$ cat src/rtl/wb_dbg_pkg.sv
// Shared constants and state encoding for the byte-stream driven Wishbone debug master.
package wb_dbg_pkg;

    localparam logic [7:0] CMD_WR = 8'h57;
    localparam logic [7:0] CMD_RD = 8'h52;
    localparam logic [7:0] ST_OK  = 8'h4B;
    localparam logic [7:0] ST_ERR = 8'h45;

    typedef enum logic [2:0] {
        StIdle,
        StAddr,
        StData,
        StBus,
        StResp,
        StSend
    } state_e;

endpackage

$ cat src/rtl/wb_dbg_master.sv
// Wishbone initiator fed by a UART byte stream: 'W' adr[4] dat[4] writes, 'R' adr[4] reads.
// Optional WB_DBG_RX_TIMEOUT_EN drops a partial command after RX_IDLE_MAX idle clocks.
module wb_dbg_master
    import wb_dbg_pkg::*;
#(
    parameter int unsigned TIMEOUT_W   = 16,
    parameter int unsigned RX_IDLE_MAX = 5000000
) (
    input  logic        clk_i,
    input  logic        rst_i,
    input  logic [7:0]  rx_data_i,
    input  logic        rx_stb_i,
    output logic [7:0]  tx_data_o,
    output logic        tx_stb_o,
    input  logic        tx_busy_i,
    output logic [31:0] wb_adr_o,
    output logic [31:0] wb_dat_o,
    input  logic [31:0] wb_dat_i,
    output logic [3:0]  wb_sel_o,
    output logic        wb_we_o,
    output logic        wb_cyc_o,
    output logic        wb_stb_o,
    input  logic        wb_ack_i,
    input  logic        wb_err_i,
    input  logic        wb_rty_i,
    output logic        busy_o,
    output logic        ovr_o
);

    if (TIMEOUT_W < 2 || RX_IDLE_MAX == 0) begin : g_bad_param
        $error("wb_dbg_master: TIMEOUT_W must be >= 2 and RX_IDLE_MAX nonzero");
    end

    // Abort on the edge where the watchdog would reach all-ones: 2^W-1 bus clocks in total.
    localparam logic [TIMEOUT_W-1:0] WdogLast = {{(TIMEOUT_W-1){1'b1}}, 1'b0};

    state_e               state_q, state_d;
    logic                 is_wr_q, is_wr_d;
    logic [1:0]           cnt_q, cnt_d;
    logic [31:0]          adr_q, adr_d;
    logic [31:0]          dat_q, dat_d;
    logic [31:0]          rdat_q, rdat_d;
    logic [7:0]           status_q, status_d;
    logic [TIMEOUT_W-1:0] wdog_q, wdog_d;
    logic                 gap_q, gap_d;
    logic                 tx_stb_q, tx_stb_d;
    logic [7:0]           tx_data_q, tx_data_d;
    logic                 ovr_q, ovr_d;
    logic                 tx_fire;

`ifdef WB_DBG_RX_TIMEOUT_EN
    localparam int unsigned IdleW = $clog2(RX_IDLE_MAX + 1);
    logic [IdleW-1:0] idle_q, idle_d;

    always_ff @(posedge clk_i) begin
        if (!rst_i) idle_q <= '0;
        else        idle_q <= idle_d;
    end
`endif

    always_ff @(posedge clk_i) begin
        if (!rst_i) state_q <= StIdle;
        else        state_q <= state_d;
    end

    always_ff @(posedge clk_i) begin
        if (!rst_i) begin
            is_wr_q   <= 1'b0;
            cnt_q     <= '0;
            adr_q     <= '0;
            dat_q     <= '0;
            rdat_q    <= '0;
            status_q  <= '0;
            wdog_q    <= '0;
            gap_q     <= 1'b0;
            tx_stb_q  <= 1'b0;
            tx_data_q <= '0;
            ovr_q     <= 1'b0;
        end else begin
            is_wr_q   <= is_wr_d;
            cnt_q     <= cnt_d;
            adr_q     <= adr_d;
            dat_q     <= dat_d;
            rdat_q    <= rdat_d;
            status_q  <= status_d;
            wdog_q    <= wdog_d;
            gap_q     <= gap_d;
            tx_stb_q  <= tx_stb_d;
            tx_data_q <= tx_data_d;
            ovr_q     <= ovr_d;
        end
    end

    // Never strobe twice in a row, even if the transmitter raises busy late.
    assign tx_fire = !tx_busy_i && !tx_stb_q;

    always_comb begin
        state_d   = state_q;
        is_wr_d   = is_wr_q;
        cnt_d     = cnt_q;
        adr_d     = adr_q;
        dat_d     = dat_q;
        rdat_d    = rdat_q;
        status_d  = status_q;
        wdog_d    = wdog_q;
        gap_d     = gap_q;
        tx_stb_d  = 1'b0;
        tx_data_d = tx_data_q;
        ovr_d     = rx_stb_i && (state_q inside {StBus, StResp, StSend});
        unique case (state_q)
            StIdle: begin
                if (rx_stb_i && (rx_data_i == CMD_WR || rx_data_i == CMD_RD)) begin
                    is_wr_d = (rx_data_i == CMD_WR);
                    cnt_d   = '0;
                    state_d = StAddr;
                end
            end
            StAddr, StData: begin
                if (rx_stb_i) begin
                    if (state_q == StAddr) adr_d = {adr_q[23:0], rx_data_i};
                    else                   dat_d = {dat_q[23:0], rx_data_i};
                    cnt_d = cnt_q + 2'd1;
                    if (cnt_q == 2'd3) begin
                        state_d = (state_q == StAddr && is_wr_q) ? StData : StBus;
                        wdog_d  = '0;
                        gap_d   = 1'b0;
                    end
                end
            end
            StBus: begin
                wdog_d = wdog_q + 1'b1;
                gap_d  = 1'b0;
                if (!gap_q && wb_err_i) begin
                    status_d = ST_ERR;
                    state_d  = StResp;
                end else if (!gap_q && wb_ack_i) begin
                    status_d = ST_OK;
                    if (!is_wr_q) rdat_d = wb_dat_i;
                    state_d  = StResp;
                end else if (wdog_q == WdogLast) begin
                    status_d = ST_ERR;
                    state_d  = StResp;
                end else if (!gap_q && wb_rty_i) begin
                    gap_d = 1'b1;
                end
            end
            StResp: begin
                if (tx_fire) begin
                    tx_stb_d  = 1'b1;
                    tx_data_d = status_q;
                    cnt_d     = '0;
                    state_d   = (is_wr_q || status_q != ST_OK) ? StIdle : StSend;
                end
            end
            StSend: begin
                if (tx_fire) begin
                    tx_stb_d  = 1'b1;
                    tx_data_d = rdat_q[31:24];
                    rdat_d    = {rdat_q[23:0], 8'h00};
                    cnt_d     = cnt_q + 2'd1;
                    if (cnt_q == 2'd3) state_d = StIdle;
                end
            end
            default: state_d = StIdle;
        endcase
`ifdef WB_DBG_RX_TIMEOUT_EN
        idle_d = '0;
        if ((state_q == StAddr || state_q == StData) && !rx_stb_i) begin
            idle_d = idle_q + 1'b1;
            if (idle_q == IdleW'(RX_IDLE_MAX - 1)) begin
                idle_d  = '0;
                state_d = StIdle;
            end
        end
`endif
    end

    always_comb begin
        wb_cyc_o  = (state_q == StBus) && !gap_q;
        wb_stb_o  = wb_cyc_o;
        wb_sel_o  = wb_cyc_o ? 4'hF : 4'h0;
        wb_we_o   = wb_cyc_o && is_wr_q;
        wb_adr_o  = adr_q;
        wb_dat_o  = dat_q;
        tx_stb_o  = tx_stb_q;
        tx_data_o = tx_data_q;
        busy_o    = (state_q != StIdle);
        ovr_o     = ovr_q;
    end

endmodule

$ cat config.mk
export PLATFORM = sky130hd
export DESIGN_NAME = wb_dbg_master
export DESIGN_NICKNAME = d
export VERILOG_FILES = /design/src/rtl/wb_dbg_pkg.sv /design/src/rtl/wb_dbg_master.sv
export SDC_FILE = /design/constraint.sdc
export NUM_CORES = 1
export LEC_CHECK = 0
export BUFFER_PORTS_ARGS = -buffer_cell sky130_fd_sc_hd__buf_2
export CAP_MARGIN = 5
export CORE_MARGIN = 2
export CORE_UTILIZATION = 53
export DETAILED_ROUTE_END_ITERATION = 16
export GPL_TIMING_DRIVEN = 0
export PLACE_DENSITY_LB_ADDON = 0.2
export SLEW_MARGIN = 20
export SYNTH_ARGS = -nofsm -noshare
export SYNTH_HDL_FRONTEND = slang
export SYNTH_SLANG_ARGS = --single-unit
$ cat constraint.sdc
create_clock -name clk_i -period 2.3 [get_ports clk_i]
set_input_delay 0.46 -clock clk_i [delete_from_list [all_inputs] [get_ports clk_i]]
set_output_delay 0.46 -clock clk_i [all_outputs]
set_load 0.05 [all_outputs]
# Word-level counts from Yosys, hierarchy flattened
# Index checks and enable logic that the tools add are counted.
[classes]
add_sub_neg = 2
n_eq_ne = 20
muxes = 40
n_bitwise = 1
n_reduce_logical = 34
[op_table]
columns = ["operator", "count"]
rows = [
  ["$mux 32", 4],
  ["$pmux 32 s2", 1],
  ["$mux 8", 5],
  ["$mux 16", 2],
  ["$pmux 16 s2", 1],
  ["$mux 3", 10],
  ["$add 16x1->16 const B", 1],
  ["$eq 16x16->1 const B", 1],
  ["$eq 8x7->1 const B", 2],
  ["$pmux 8 s2", 1],
  ["$pmux 3 s5", 1],
  ["$ne 2x2->1 const B", 7],
  ["$reduce_and 3->1", 4],
  ["$reduce_and 5->1", 2],
  ["$logic_and 1x1->1", 9],
  ["$reduce_bool 3->1", 3],
  ["$mux 1", 8],
  ["$mux 2", 4],
  ["$ne 8x7->1 const B", 1],
  ["$pmux 2 s4", 1],
  ["$reduce_and 7->1", 1],
  ["$eq 3x2->1 const B", 2],
  ["$eq 3x3->1 const B", 2],
  ["$reduce_and 2->1", 3],
  ["other kinds (14)", 21],
]
[word_totals]
reg_bits = 137
input_bits = 47
output_inout_bits = 82

# Depth between registers and ports, before layout
# Gate-level depths: netlist (run 1).
[logic_depth]
ltp_word = 7
ltp_mapped = 8
ltp_nobuf = 7

# Worst setup path after synthesis (run 1)
# Ideal clock, no wire load.
[synth_timing]
path_kind = "register to output"
from = "reg state_q[1]"
to = "out wb_we_o"
t_arrival_ps = 1914
slack_ps = -74
path_stages_with_launch = 5
n_path_buf = 1
cell_sequence = "dfxtp_1 -> buf_4 -> nand3b_4 -> nor2_1 -> and2_1"
[synth_via]
elab_chain_cells = 3
[synth_rtl]
columns = ["item", "line", "text"]
rows = [
  ["start: declaration", "wb_dbg_master.sv:37", "state_e state_q, state_d;"],
  ["start signal: assignment", "wb_dbg_master.sv:62", "if (!rst_i) state_q <= StIdle;"],
  ["start signal: assignment", "wb_dbg_master.sv:63", "else state_q <= state_d;"],
  ["$eq 3x2->1", "wb_dbg_master.sv:179", "wb_cyc_o = (state_q == StBus) && !gap_q;"],
  ["$logic_and 1x1->1", "wb_dbg_master.sv:179", ""],
  ["net wb_cyc_o", "wb_dbg_master.sv:21", "output logic wb_cyc_o,"],
  ["$logic_and 1x1->1", "wb_dbg_master.sv:182", "wb_we_o = wb_cyc_o && is_wr_q;"],
  ["end: declaration", "wb_dbg_master.sv:20", "output logic wb_we_o,"],
]
# The timed path passes the listed nets, and every way through them passes these cells.

# Final worst setup path (run 1)
[layout_timing]
from = "reg state_q[1]"
to = "out wb_we_o"
[layout_via]
elab_chain_cells = 3
[layout_rtl]
columns = ["item", "line"]
rows = [
  ["$eq 3x2->1", "wb_dbg_master.sv:179"],
  ["$logic_and 1x1->1", "wb_dbg_master.sv:179"],
  ["$logic_and 1x1->1", "wb_dbg_master.sv:182"],
]
# Every way passes these cells.

==> summary.txt, run 1 <==
Worst setup path
  • WS Path Type: register to primary output
  • Worst-path maximum fanout: 8
  • Crit start category: register
  • Req. time, crit path: around 1.8 ns
  • Worst EP arrival: 1.72 ns
  • Crit. End Element: primary output
  • R2r setup slk: roughly 0.15 ns

Timing
  • Worst-Margin Slew: around 0.67 ns
  • Slew HR: 0.552
  • Share of the clock period used by the worst path: 0.949
  • Fmax: ~0.46 GHz
  • Final worst path period need: ~2.2 ns
  • Final Slew Violations: 0
  • Worst clock skew: ~0.0064 ns
  • Final hold violations: 0
  • RSZ-0062 raised after global routing: no
  • Final setup vio count: 0

Clocking
  • Clock buffer depth: 2
  • Clock slew at reported path FFs: roughly 0.06 ns
  • CTS tree: yes
  • Htree depth: 4
  • Clock latency on the worst-skew pair: around 0.53 ns
  • Num CTS Buffers: 17
  • CTS Sinks: ~130
  • CTS Root Cell: clkbuf_8

Detailed routing
  • Remaining antenna violation count after routing: 0
  • Wirelength per Cell: roughly 15 µm
  • WL final: approximately 14000 µm
  • Vias per cell: about 5.5
  • Drc violations: 0
  • Vias: 5333
  • TritonRoute pass-1 iters: 5
  • 1st-iter DRT viols: ~330

Global route
  • Largest net degree at the start of global routing: 17
  • Total track usage: 0.262
  • Vias in the first global route: around 5000
  • First-pass GRT wire length: roughly 23000 µm
  • Grt ovf: 0
  • Initial antenna violation count: 0

Cells and area
  • Post-route insts no fill: around 1000
  • ANT cells: 0
  • Most frequent cells in the layout: nand2_1, buf_2, dfxtp_1, a21oi_1, nor2_1
  • Final #Nets: approximately 870
  • Multi-input gate area: 2580 µm²
  • Register area: 2640 µm²
  • Most common cell after layout, fill and taps aside: nand2_1
  • Area delta synth->final: 26.7%
  • Post-Layout Inst Area: 6930 µm²
  • Layout cell share with drive strength beyond 1: 0.239
  • Fill count: approximately 860

Synthesis
  • Post-synthesis cell area: 5470 µm²
  • Avg Cell Area, Syn: 8.08 µm²
  • Post-synth top flop: dfxtp_1
  • Number of synthesized flops with an enable pin: 0
  • Cell count after synthesis: ~680
  • Seq/Total Area, Yosys: 0.483
  • Most area-hungry cell type in the Yosys netlist: dfxtp_1
  • Syn nets: 727
  • Area share of the largest cell type after synthesis: 0.483
  • Asr flop ratio synth: 0
  • Synth Register Bits: 132
  • Top post-synthesis cells by area: dfxtp_1, nand2_1, a21oi_1
  • Yosys warns: 0
  • Yosys cell types: 50

Power
  • Clock share of power: 0.468
  • Internal Power: ~4.4 mW
  • Power consumption: between 6 and 7 mW
  • NetSw: 1.66 mW
  • Seq pwr share: 0.399
  • Combinational power share: 0.134
  • Sw Share: 0.274
  • Leak Pwr: roughly 2.8 nW
  • PD cells: 874 nW/µm²
  • Peak VDD IR: approximately 0.00042 V

Run
  • Max cap viols: 0

Placed design
  • DP Area: approximately 6300 µm²
  • RePlAce Congestion: 0.829
  • PortBufs: 128
  • HPWL Detailed: ~10000 µm
  • Placed insts: 941

Die
  • Starting Density: 0.537
  • Rows: 37
  • Core area: a little over 10000 µm²
  • Die Wd: between 100 and 150 µm
  • Num ports: between 100 and 150
  • Die H: around 110 µm
  • Die footprint: between 10000 and 15000 µm²

Run status
  • Status: finished, final reports clean

Worst hold path
  • Worst Hold Class: primary input to register
-- stage by stage --
stage	setup TNS (ns)	setup slack, ns	utilization	hold slack, ns
floorplan	0	0.240	-	0.431
global placement	-0.121	-0.0130	0.617	0.438
detailed placement	-0.0739	-0.0739	0.617	0.443
CTS	0	0.000749	0.679	0.168
global route	0	0.00936	0.681	0.182
finish	0	0.117	0.681	0.183
-- Yosys cell counts (all sizes together), types with 2 or more instances --
cell type and n:
nor3 6, nor2 55, inv 3, and4 2, nand2 200, dfxtp 132
ha 3, xnor2 15, or2 3, a311oi 25, nor2b 3, and2 7
o211a 3, nor4b 4, clkbuf 38, and3b 2, nand3b 3, nand4 6
a22oi 3, a211oi 3, buf 17, nand3 16, nor4 8, o21ai 11
a21oi 81, and3 2, a21boi 9
-- metal layers --
layer / share of wire / wire (µm) / global-route usage
met5: 0 / 0 / 0
met2: 0.50 / 7130 / 0.459
met1: 0.42 / 5980 / 0.308
met3: 0.055 / 774 / 0.0588
met4: 0.019 / 266 / 0.108
-- critical path: stages, from the launching register on --
cell and delay, ns:
dfxtp_1 0.31, buf_4 0.15, nand3b_4 0.15, nor2_4 0.18, and2_1 0.15, buf_2 0.25
-- power groups by stage --
stage	clock network [mW]	registers, mW	logic (mW)
floorplan	0	2.56	0.457
finish	2.83	2.42	0.809
CTS	2.86	2.41	0.793
global route	2.98	2.42	0.879
detailed placement	0	2.46	0.784
global placement	0	2.46	0.764
-- state kept, by name (all words and copies together) (netlist names), 2 cells and up --
signal     cells
tx_data_o      8
cnt_q          2
rdat_q        32
wb_adr_o      32
wdog_q        16
state_q        3
wb_dat_o      32
status_q       3
-- cells by family after synthesis --
| kind of cell | share of synthesized area |
|---|---|
| simple gates | 0.258 |
| compound gates | 0.179 |
| flops | 0.483 |
| buf+inv | 0.0490 |
| xor+xnor | 0.0240 |
| fa+ha+maj | 0.00686 |
-- repair_timing --
| item | CTS | global route |
|---|---|---|
| endpoints found under the setup margin | 1 | 20 |
| hold buffers | 0 | 0 |
| pin swaps | 0 | 0 |
| gates resized for setup | 1 | 9 |
| buffers inserted | 0 | 0 |
-- path summary, 6_finish.rpt --
kind | startpoint | endpoint | cells after the start
worst max-delay path | state_q[1] | wb_we_o | 5
worst min register to register | wb_adr_o[28] | wb_adr_o[28] | 2
worst max register to register | tx_stb_o | state_q[2] | 6
worst min-delay path | wb_dat_i[3] | rdat_q[3] | 3
-- area by class of cell --
type,count,area share
well taps,136,0.0245
inverters,3,0.00162
repair buffers,128,0.0924
plain buffers,55,0.0375
flip-flops and latches,132,0.381
multi-input cells,487,0.372
clock inverters,14,0.0291
clock buffers,18,0.0617
Power figures use the tool's default switching activity.
==> run 2, diff against run 1 <==
--- a/config.mk
+++ b/config.mk
@@ -5,11 +5,11 @@
 export SDC_FILE = /design/constraint.sdc
 export NUM_CORES = 1
 export LEC_CHECK = 0
-export BUFFER_PORTS_ARGS = -buffer_cell sky130_fd_sc_hd__buf_2
 export CAP_MARGIN = 5
 export CORE_MARGIN = 2
-export CORE_UTILIZATION = 53
+export CORE_UTILIZATION = 60
 export DETAILED_ROUTE_END_ITERATION = 16
+export DONT_BUFFER_PORTS = 1
 export GPL_TIMING_DRIVEN = 0
 export PLACE_DENSITY_LB_ADDON = 0.2
 export SLEW_MARGIN = 20
==> constraint.sdc (replaced) <==
create_clock -name clk_i -period 2.8 [get_ports clk_i]
set_input_delay 0.56 -clock clk_i [delete_from_list [all_inputs] [get_ports clk_i]]
set_output_delay 0.56 -clock clk_i [all_outputs]
set_load 0.05 [all_outputs]
==> run 2 against run 1 <==
Compared with the run above:
- critical endpoint unchanged
- design area shrank 11%
- worst hold slack lost 0.011 ns
- largest cell class unchanged
- clock-buffer cell count unchanged
- die area down 11%
==> summary.txt, run 2 (synthesis gave the netlist of run 1 again) <==
Run status
  • Status: finished, final reports clean (unchanged)

Cells and area
  • Most frequent cells in the layout: nand2_1, dfxtp_1, a21oi_1, nor2_1, clkbuf_1 (was nand2_1, buf_2, dfxtp_1, a21oi_1, nor2_1)
  • Layout cell share with drive strength beyond 1: 0.0959 (was 0.239)
  • Final #Nets: 746 (was 874)
  • Area delta synth->final: 13.4% (was 26.7%)
  • Most common cell after layout, fill and taps aside: nand2_1 (unchanged)
  • ANT cells: 0 (unchanged)

Die
  • Die footprint: 9890 µm² (was 11100 µm²)
  • Rows: 34 (was 37)
  • Die H: 99.5 µm (was 106 µm)
  • Die Wd: 99.5 µm (was 106 µm)
  • Num ports: 129 (unchanged)
  • Core area: 8760 µm² (was 10200 µm²)
  • Starting Density: 0.624 (was 0.537)

Worst setup path
  • Req. time, crit path: 2.24 ns (was 1.84 ns)
  • Crit start category: register (unchanged)
  • Worst EP arrival: 2.00 ns (was 1.72 ns)
  • Worst-path maximum fanout: 8 (unchanged)
  • WS Path Type: register to primary output (unchanged)
  • Crit. End Element: primary output (unchanged)

Worst hold path
  • Worst Hold Class: primary input to register (unchanged)

Placed design
  • Place WS: 0.198 ns (was -0.0739 ns)
  • PortBufs: 0 (was 128)
  • HPWL Detailed: 9610 µm (was 10100 µm)
  • RePlAce Congestion: 0.869 (was 0.829)

Clocking
  • Htree depth: 4 (unchanged)
  • Clock slew at reported path FFs: 0.06 ns (about the same)
  • Num CTS Buffers: 17 (unchanged)
  • Clock buffer depth: 2 (unchanged)
  • CTS Root Cell: clkbuf_8 (unchanged)
  • CTS tree: yes (unchanged)
  • CTS Sinks: 132 (unchanged)
  • Hold buffer count at CTS: 0 (unchanged)
  • Clock latency on the worst-skew pair: 0.52 ns (was 0.53 ns)

Run
  • Max cap viols: 0 (unchanged)

Detailed routing
  • TritonRoute pass-1 iters: 5 (unchanged)
  • Drc violations: 0 (unchanged)
  • WL final: 13400 µm (was 14200 µm)
  • Vias per cell: 5.83 (was 5.48)
  • Wirelength per Cell: 16.4 µm (was 14.5 µm)
  • 1st-iter DRT viols: 235 (was 328)
  • Remaining antenna violation count after routing: 0 (unchanged)
  • Vias: 4767 (was 5333)

Global route
  • Largest net degree at the start of global routing: 17 (unchanged)
  • Total track usage: 0.275 (was 0.262)
  • Initial antenna violation count: 0 (unchanged)
  • Vias in the first global route: 4661 (was 4992)
  • Grt ovf: 0 (unchanged)
  • First-pass GRT wire length: 21900 µm (was 23300 µm)

Timing
  • Slew HR: 0.562 (was 0.552)
  • Final hold violations: 0 (unchanged)
  • Worst-Margin Slew: 0.654 ns (was 0.668 ns)
  • RSZ-0062 raised after global routing: no (unchanged)
  • Setup ws final: 0.235 ns (was 0.117 ns)
  • Total Neg Setup Slack: 0 ns (unchanged)
  • Fmax: 0.390 GHz
  • Final worst path period need: approximately 2.6 ns
  • Final setup vio count: 0 (unchanged)
  • Share of the clock period used by the worst path: 0.916
  • Final Slew Violations: 0 (unchanged)
  • Worst clock skew: 0.0153 ns (was 0.00643 ns)

Power
  • Leak Pwr: 2.13 nW (was 2.79 nW)
  • Peak VDD IR: 0.000405 V (was 0.000422 V)
  • PD cells: 769 nW/µm² (was 874 nW/µm²)
  • Power consumption: 4.77 mW (was 6.06 mW)
## run 2: cell types whose count changed in the layout (fill, tap and decap cells not counted), sizes merged
cell      before  now
clkinvlp       4    3
bufinv         4    2
buf          145   17
clkinv         3    2
inv            6   10
## run 2: metrics by stage
| stage | area, µm² | utilization | hold WS [ns] | instances |
|---|---|---|---|---|
| after detailed placement | 5600 | 0.639 | 0.442 | 785 |
| after global placement | 5600 | 0.639 | 0.439 | 785 |
| after CTS | 6200 | 0.708 | 0.161 | 817 |
| after floorplan | 5470 | - | 0.431 | 677 |
| final | 6200 | 0.708 | 0.172 | 817 |
| after global routing | 6200 | 0.708 | 0.160 | 817 |
## run 2: report_power, final
| part | internal (mW) | leakage (nW) | switching [mW] |
|---|---|---|---|
| clock network | 1.32 | 0.282 | 0.886 |
| registers | 1.94 | 1.06 | 0.139 |
| logic | 0.145 | 0.781 | 0.346 |
## run 2: area by class of cell
type                            count  area, µm²
Sequential cell                   132       2640
Multi-Input combinational cell    487       2570
Fill cell                         697       2560
Clock buffer                       18        428
Buffer                             55        256
Clock inverter                     14        164
Tap cell                          108        135
Inverter                            3       11.3
## run 2: metal layers
metal	track usage	vias to the layer above	part of all wire
li1	-	2342	-
met1	0.313	2227	0.40
met2	0.476	179	0.50
met3	0.0998	19	0.090
met4	0.0959	0	0.013
met5	0	-	0
## run 2: worst max-delay path, stage by stage (launching register included)
cell      delay, ns
dfxtp_1        0.31
buf_4          0.15
nand3b_4       0.14
nor2_4         0.37
and2_1         0.51
## run 2: path summary, 6_finish.rpt
path	startpoint	endpoint	slack, ns	cells after the start
min	rx_data_i[2]	wb_dat_o[2]	0.17	2
max	state_q[1]	wb_we_o	0.24	4
min reg2reg	rdat_q[4]	rdat_q[4]	0.45	2
max reg2reg	tx_stb_o	state_q[2]	0.38	6
## run 2: timing repair
item                       in CTS  in global routing
setup endpoints to repair       6                  0
gates resized for setup         2                  0
buffers inserted                0                  0
